<file path="src/rtl/bus_master_arbiter.sv">
// Two-port arbiter that acquires 68000 bus mastership (BR/BG/BGACK) and feeds the
// shared bus-cycle engine one command at a time, releasing the bus after an idle hold.
module bus_master_arbiter #(
  parameter int unsigned CMD_W    = 46,
  parameter int unsigned GRANT_TO = 255,
  parameter int unsigned HOLD_CYC = 4
) (
  input  logic             sys_clk,
  input  logic             nSYS_RESET,
  input  logic             mc_clk_rising,
  input  logic             mc_clk_falling,
  input  logic             amiga_rst_n,
  input  logic             bg_n_sync,
  input  logic             bus_idle,
  input  logic [1:0]       req_valid,
  input  logic [CMD_W-1:0] req_cmd0,
  input  logic [CMD_W-1:0] req_cmd1,
  output logic [1:0]       req_ready,
  output logic [1:0]       req_done,
  output logic [15:0]      req_rdata,
  output logic             req_berr,
  output logic             eng_start,
  output logic [CMD_W-1:0] eng_cmd,
  input  logic             eng_done,
  input  logic [15:0]      eng_rdata,
  input  logic             eng_berr,
  output logic             br_drive,
  output logic             bgack_drive,
  output logic             own_bus
);

  localparam logic [7:0] GrantLast = 8'(GRANT_TO - 1);
  localparam logic [3:0] HoldMax   = 4'(HOLD_CYC);

  typedef enum logic [2:0] {
    StIdle,
    StWaitGrant,
    StTakeBus,
    StIssue,
    StBusy,
    StOwn,
    StRelease
  } state_e;

  state_e           state_q, state_d;
  logic             rr_last_q, rr_last_d;
  logic             owner_q, owner_d;
  logic             pending_q, pending_d;
  logic [7:0]       grant_cnt_q, grant_cnt_d;
  logic [3:0]       hold_cnt_q, hold_cnt_d;
  logic [CMD_W-1:0] eng_cmd_q, eng_cmd_d;
  logic             br_q, br_d;
  logic             bgack_q, bgack_d;
  logic             start_q, start_d;
  logic [1:0]       ready_q, ready_d;
  logic [1:0]       done_q, done_d;
  logic [15:0]      rdata_q, rdata_d;
  logic             berr_q, berr_d;

  logic             win;
  logic [CMD_W-1:0] win_cmd;
  logic [1:0]       owner_oh;

  // The falling strobe is part of the bus-timing bundle but not needed here.
  logic unused_falling;
  assign unused_falling = mc_clk_falling;

  // Single requester wins outright; on contention the port not served last wins.
  always_comb begin
    if (req_valid == 2'b10) begin
      win = 1'b1;
    end else if (req_valid == 2'b01) begin
      win = 1'b0;
    end else begin
      win = ~rr_last_q;
    end
    win_cmd  = win ? req_cmd1 : req_cmd0;
    owner_oh = owner_q ? 2'b10 : 2'b01;
  end

  always_comb begin
    state_d     = state_q;
    rr_last_d   = rr_last_q;
    owner_d     = owner_q;
    pending_d   = pending_q;
    grant_cnt_d = grant_cnt_q;
    hold_cnt_d  = hold_cnt_q;
    eng_cmd_d   = eng_cmd_q;
    br_d        = br_q;
    bgack_d     = bgack_q;
    start_d     = 1'b0;
    ready_d     = 2'b00;
    done_d      = 2'b00;
    rdata_d     = rdata_q;
    berr_d      = berr_q;

    if (!amiga_rst_n) begin
      state_d = StIdle;
      br_d    = 1'b0;
      bgack_d = 1'b0;
      if (pending_q) begin
        done_d    = owner_oh;
        berr_d    = 1'b1;
        rdata_d   = 16'h0000;
        pending_d = 1'b0;
      end
    end else begin
      unique case (state_q)
        StIdle: begin
          if (|req_valid) begin
            eng_cmd_d   = win_cmd;
            owner_d     = win;
            rr_last_d   = win;
            pending_d   = 1'b1;
            ready_d     = win ? 2'b10 : 2'b01;
            br_d        = 1'b1;
            grant_cnt_d = 8'd0;
            state_d     = StWaitGrant;
          end
        end
        StWaitGrant: begin
          if (!bg_n_sync) begin
            state_d = StTakeBus;
          end else if (mc_clk_rising) begin
            if (grant_cnt_q == GrantLast) begin
              br_d      = 1'b0;
              done_d    = owner_oh;
              berr_d    = 1'b1;
              rdata_d   = 16'h0000;
              pending_d = 1'b0;
              state_d   = StIdle;
            end else if (grant_cnt_q != 8'hFF) begin
              grant_cnt_d = grant_cnt_q + 8'd1;
            end
          end
        end
        StTakeBus: begin
          // No timeout here: the current master must finish its cycle first.
          if (mc_clk_rising && bus_idle) begin
            bgack_d = 1'b1;
            br_d    = 1'b0;
            start_d = 1'b1;
            state_d = StIssue;
          end
        end
        StIssue: begin
          state_d = StBusy;
        end
        StBusy: begin
          if (eng_done) begin
            done_d     = owner_oh;
            rdata_d    = eng_rdata;
            berr_d     = eng_berr;
            hold_cnt_d = 4'd0;
            pending_d  = 1'b0;
            state_d    = StOwn;
          end
        end
        StOwn: begin
          if (|req_valid) begin
            eng_cmd_d = win_cmd;
            owner_d   = win;
            rr_last_d = win;
            pending_d = 1'b1;
            ready_d   = win ? 2'b10 : 2'b01;
            start_d   = 1'b1;
            state_d   = StIssue;
          end else if (hold_cnt_q >= HoldMax) begin
            state_d = StRelease;
          end else if (mc_clk_rising) begin
            hold_cnt_d = hold_cnt_q + 4'd1;
          end
        end
        StRelease: begin
          if (mc_clk_rising) begin
            bgack_d = 1'b0;
            state_d = StIdle;
          end
        end
        default: begin
          state_d = StIdle;
        end
      endcase
    end
  end

  always_ff @(posedge sys_clk or negedge nSYS_RESET) begin
    if (!nSYS_RESET) begin
      state_q     <= StIdle;
      rr_last_q   <= 1'b1;
      owner_q     <= 1'b0;
      pending_q   <= 1'b0;
      grant_cnt_q <= 8'd0;
      hold_cnt_q  <= 4'd0;
      eng_cmd_q   <= '0;
      br_q        <= 1'b0;
      bgack_q     <= 1'b0;
      start_q     <= 1'b0;
      ready_q     <= 2'b00;
      done_q      <= 2'b00;
      rdata_q     <= 16'h0000;
      berr_q      <= 1'b0;
    end else begin
      state_q     <= state_d;
      rr_last_q   <= rr_last_d;
      owner_q     <= owner_d;
      pending_q   <= pending_d;
      grant_cnt_q <= grant_cnt_d;
      hold_cnt_q  <= hold_cnt_d;
      eng_cmd_q   <= eng_cmd_d;
      br_q        <= br_d;
      bgack_q     <= bgack_d;
      start_q     <= start_d;
      ready_q     <= ready_d;
      done_q      <= done_d;
      rdata_q     <= rdata_d;
      berr_q      <= berr_d;
    end
  end

  assign req_ready   = ready_q;
  assign req_done    = done_q;
  assign req_rdata   = rdata_q;
  assign req_berr    = berr_q;
  assign eng_start   = start_q;
  assign eng_cmd     = eng_cmd_q;
  assign br_drive    = br_q;
  assign bgack_drive = bgack_q;
  assign own_bus     = bgack_q;

endmodule
</file>
<file path="config.mk">
export PLATFORM = sky130hd
export DESIGN_NAME = bus_master_arbiter
export DESIGN_NICKNAME = d
export VERILOG_FILES = /design/src/rtl/bus_master_arbiter.sv
export SDC_FILE = /design/constraint.sdc
export NUM_CORES = 1
export LEC_CHECK = 0
export BUFFER_PORTS_ARGS = -buffer_cell sky130_fd_sc_hd__buf_2
export CORE_ASPECT_RATIO = 1.1
export CORE_MARGIN = 2
export CORE_UTILIZATION = 40
export CTS_CLUSTER_DIAMETER = 60
export DETAILED_ROUTE_END_ITERATION = 10
export PLACE_DENSITY = 0.81
export SLEW_MARGIN = 5
export SYNTH_ARGS = -nofsm -noshare
export SYNTH_HDL_FRONTEND = slang
export SYNTH_SLANG_ARGS = --single-unit
</file>
<file path="constraint.sdc">
create_clock -name sys_clk -period 1.8 [get_ports sys_clk]
set_clock_uncertainty 0.05 [all_clocks]
set_input_delay 0.18 -clock sys_clk [delete_from_list [all_inputs] [get_ports sys_clk]]
set_output_delay 0.18 -clock sys_clk [all_outputs]
set_load 0.05 [all_outputs]
</file>
# [After elaboration in Yosys (flattened, before gate mapping)]
# Cells that the tools add are included.
[op_classes] n_addsub=2 order_cmp=1 n_eq_ne=34 muxes=69 bitwise=1 reduce_logical=15
[op_table] cell="16-bit 2-to-1 mux" n=6
[op_table] cell="46-bit 2-to-1 mux" n=1
[op_table] cell="8-bit 2-to-1 mux" n=5
[op_table] cell="16-bit one-hot mux with 2 select lines" n=1
[op_table] cell="3-bit 2-to-1 mux" n=10
[op_table] cell="6-bit AND reduction" n=4
[op_table] cell="1-bit 2-to-1 mux" n=22
[op_table] cell="2-bit 2-to-1 mux" n=11
[op_table] cell="3-bit != test (second input constant)" n=7
[op_table] cell="3-bit one-hot mux with 7 select lines" n=1
[op_table] cell="2-bit != test (second input constant)" n=9
[op_table] cell="4-bit 2-to-1 mux" n=4
[op_table] cell="8-bit one-hot mux with 2 select lines" n=1
[op_table] cell="7-bit AND reduction" n=2
[op_table] cell="4-bit != test (second input constant)" n=3
[op_table] cell="3-bit == test (second input constant)" n=3
[op_table] cell="8-bit by 1-bit adder with 8-bit output (second input constant)" n=1
[op_table] cell="8-bit == test (second input constant)" n=1
[op_table] cell="8-bit != test (second input constant)" n=1
[op_table] cell="4-bit one-hot mux with 2 select lines" n=1
[op_table] cell="3-bit by 2-bit == test with 1-bit output (second input constant)" n=2
[op_table] cell="3-bit by 1-bit != test with 1-bit output (second input constant)" n=2
[op_table] cell="1-bit one-hot mux with 2 select lines" n=3
[op_table] cell="1-bit one-hot mux with 3 select lines" n=2
[op_table] cell="15 further kinds" n=19
[totals] reg_bits=88 output_inout_bits=71 wordCells=136

# [Longest topological paths before layout]
[logic_depth] ltp_word=7 ltp_mapped=9 depth_no_buf=7

# [Worst setup path before layout]
# OpenSTA, ideal clock, no wires.
[synth_timing] kind="flip-flop to flip-flop" start="reg grant_cnt_q[0]" end="reg grant_cnt_q[4]" arrival_time_ns=1.674 required_ns=1.685 setup_slack_ns=0.011 path_stages_with_launch=8 n_path_buf=0 synth_period_minus_slack_ns=1.789 cell_sequence="dfrtp_1 > inv_1 > ha_1 > nand4_1 > o21ai_1 > or3_4 > or3b_1 > nand2_1"
[synth_via] elab_chain_len=6
[synth_lines] item="start, declared" line_no="49" source="logic [7:0] grant_cnt_q, grant_cnt_d;"
[synth_lines] item="start signal, assigned" line_no="208" source="grant_cnt_q <= grant_cnt_d;"
[synth_lines] item="8-bit by 1-bit adder with 8-bit output" line_no="133" source="grant_cnt_d = grant_cnt_q + 8'd1;"
[synth_lines] item="8-bit 2-to-1 mux" line_no="132" source="end else if (grant_cnt_q != 8'hFF) begin"
[synth_lines] item="8-bit 2-to-1 mux" line_no="125" source="if (grant_cnt_q == GrantLast) begin"
[synth_lines] item="8-bit 2-to-1 mux" line_no="124" source="end else if (mc_clk_rising) begin"
[synth_lines] item="8-bit 2-to-1 mux" line_no="122" source="if (!bg_n_sync) begin"
[synth_lines] item="8-bit one-hot mux with 2 select lines" line_no="108" source="unique case (state_q)"
# Several ways; a longest one is shown, not always the timed one. The select of a mux whose other input is x is not followed.
# A chain may end at the register's enable or synchronous reset.

# [Worst setup path after layout]
[layout_timing] start="reg grant_cnt_q[0]" end="reg state_q[0]"
[layout_via] elab_chain_len=3
[layout_lines] item="8-bit == test" line_no="125"
[layout_lines] item="4-bit != test (no line)"
[layout_lines] item="7-bit AND reduction (no line)"
[layout_lines] item="end signal, assigned" line_no="189" source="state_q <= StIdle;"
[layout_lines] item="end signal, assigned" line_no="204" source="state_q <= state_d;"
[layout_lines] item="end, declared" line_no="45" source="state_e state_q, state_d;"
# No other way between the ends.

==> metrics.yaml <==
synth_mux_area_frac: 0.00823
firstDrtPassIters: 9
synthTopCellsByArea: "dfrtp_1 55%, a222oi_1 12%, inv_1 4.7%"
min_path_type: "in2reg"
holdPathStages: 3
cts_buffer_depth: 2
fp.dieH_um: 108
crit_family: "flip-flops"
synth_top_family_by_area: "compound AO/OA/AOI/OAI gates"
worst_pin_slew_ns: 0.531
path_cells: "inv_2 > ha_4 > nand4_1 > nor2_1 > o32a_1 > nor2b_4 > mux2_4"
slowest_delay_ns: 0.45
cts_made_buffers: 9
maxSlewHeadroom: 0.646
synthAdderAreaFrac: 0.00949
wirelength_um: 13400
path_max_fanout: 6
critPathRequiredTime_ns: 1.99
power_density_mw_per_mm2: 1450
ys.flop_type: "dfrtp_1"
die-area_sq_mm: 0.0107
cp_num_buf_inv: 1
rr_endpoint: "state_q[0]$_DFFE_PN0P_"
min_to: "eng_cmd[3]$_DFFE_PN0P_"
synth-edff-count: 0
fp.dieW_um: 98.8
synth_top_area_share: 0.551
ios: 190
grt_first_pass_wirelength_um: 20500
drt_iter0_drc: 610
cp.arrival_ns: 1.98
hp-start: "req_cmd0[3]"
nets: 769
synth-compound-area-share: 0.232
vias: 4293
grt_overflow_total: 0
grt_use_total: 0.242
place_ws_ns: -0.0545
vdd_drop_max_v: 0.00118
synth-seq-cells: 88
clk_latency_ns: 0.36
dpl.cell_count: 661
yosysUniqueCellTypes: 57
core_sq_mm: 0.00975
path_clk_slew_ns: 0.09
htreeDepth: 3
critPathSlowestCell: "dfrtp_2"
grt_max_degree: 89
synth_xor_area_frac: 0.00222
rsz0062_at_grt: "true"
cts_tree: "done"
cellLeakagePower_nw: 3.36
first_global_vias: 4447
reg2reg_depth: 7
finalNonFillerCells: 773
drv_slew: 0
r2r_start: "grant_cnt_q[0]$_DFFE_PN0P_"
hold_viol_final: 0
start_kind: "register"
dp_hpwl_um: 7820
timing.fmax_ghz: 0.561
rrSetupSlack_ns: 0.02
finalCriticalPeriod_ns: 1.78
synth-seq-area-share: 0.557
avgSynthCellArea_sq_um: 11.2
wl_per_cell_um: 17.4
maxCapViolations: 0
final_layout_size_suffix_gt1_frac: 0.411
postRouteAntennaNets: 0
synth-async-reset-ratio: 1.00
layout_worst_path_cycle_share: 0.990
syn_nets: 474
yosysWarnings: 0
vias_per_cell: 5.55
setup-violations-final: 0
synthSimpleGateAreaFrac: 0.108
root_buffer: "clkbuf_8"
fillCellCount: 728
status: "completed"
fin_ws_ns: 0.0173
portBuffers: 188
rows: 38
drc_errors: 0
cts_sinks: 88
synth_top_cell_by_area: "dfrtp_1"
start_util: 0.406
antenna_found_initial: 2
postSynthCellCount: 352
synth.cell_area_sq_mm: 0.00395
crit_type: "reg2reg"
gp_congestion: 0.874
syn2layout_area_growth_pct: 61.6
cp-end-kind: "register"
## flip-flops by register name (all words and copies together), names as in the netlist
register     flops
pending_q        1
owner_q          1
state_q          3
req_berr         1
hold_cnt_q       4
grant_cnt_q      8
rr_last_q        1
req_done         2
req_ready        2
eng_cmd         46
req_rdata       16
eng_start        1
bgack_drive      1
br_drive         1
## worst max-delay path by stage
stage,start,cells after the start,endpoint
floorplan,grant_cnt_q[0]$_DFFE_PN0P_,7,grant_cnt_q[4]$_DFFE_PN0P_
global placement,state_q[2]$_DFFE_PN0P_,6,eng_cmd[6]$_DFFE_PN0P_
detailed placement,state_q[2]$_DFFE_PN0P_,6,eng_cmd[43]$_DFFE_PN0P_
CTS,state_q[1]$_DFFE_PN0P_,6,state_q[0]$_DFFE_PN0P_
global route,state_q[0]$_DFFE_PN0P_,6,eng_cmd[9]$_DFFE_PN0P_
finish,grant_cnt_q[0]$_DFFE_PN0P_,7,state_q[0]$_DFFE_PN0P_
## worst min-delay path, cell delays in order
cell,delay (ns)
buf_2,0.08
a222oi_1,0.08
inv_1,0.06
## synth_stat cells, drive strengths merged, types with 4 or more instances
library cell	number
dfrtp	87
inv	51
a222oi	46
a22o	17
buf	17
nor2	16
nand2	15
o21ai	15
a21oi	8
clkbuf	8
nand2b	6
and3	5
nand3	5
nand4	5
nor2b	5
nor3	5
a31oi	4
o31ai	4
## placed cells by master (no fill, tap or decap), drive strengths merged, types with 3 or more instances in the layout
master and n:
a21o 3, a21oi 8, a222oi 46, a22o 17, a31oi 4, and3 5
buf 215, clkbuf 10, clkinv 3, dfrtp 87, dlygate4sd3 94, ha 3
inv 51, nand2 15, nand2b 6, nand3 5, nand4 5, nor2 16
nor2b 5, nor3 5, o21ai 15, o31ai 4, or3 3
## power breakdown
part / switching (mW) / internal, mW / total [mW]
logic: 3.32 / 1.56 / 4.88
clock network: 0.702 / 0.634 / 1.34
registers: 0.427 / 2.61 / 3.04
## area by class of cell
type                    instances  area, sq um  share of cell area
clock inverters                 6         60.1             0.00940
inverters                      51          191              0.0300
flip-flops and latches         88         2210               0.346
clock buffers                  10          128              0.0200
diodes                          1         2.50            0.000392
multi-input cells             188         1510               0.236
well taps                     120          150              0.0235
repair buffers                309         2140               0.335
## logic make-up after synthesis
family,count (synthesis)
compound gates,109
flops,88
buf+inv,76
simple gates,72
mux,3
fa+ha+maj,3
xor+xnor,1
## through the flow
stage	util	total power [mW]	area (sq um)	hold WS, ns	setup TNS (ns)
2_1_floorplan	-	6.35	3950	-0.166	0
3_3_place_gp	0.529	7.48	5160	0.199	0
3_5_place_dp	0.529	7.63	5160	0.210	-1.12
4_1_cts	0.645	9.13	6290	0.000207	0
5_1_grt	0.656	9.75	6390	0.00116	-0.259
6_report	0.656	9.26	6390	0.00300	0
## repair_timing
item | CTS | global route
hold buffers | 94 | 0
endpoints found under the hold margin | 147 | 0
setup endpoints to repair | 37 | 70
pin swaps | 4 | 10
setup buffers | 0 | 1
cloned | 0 | 0
gates resized for setup | 3 | 26
## metal layers
metal,part of all wire,track usage
met1,0.36,0.264
met2,0.52,0.426
met3,0.072,0.0491
met4,0.052,0.159
met5,0.00052,0
No activity file was read; power rests on OpenSTA's default activity.
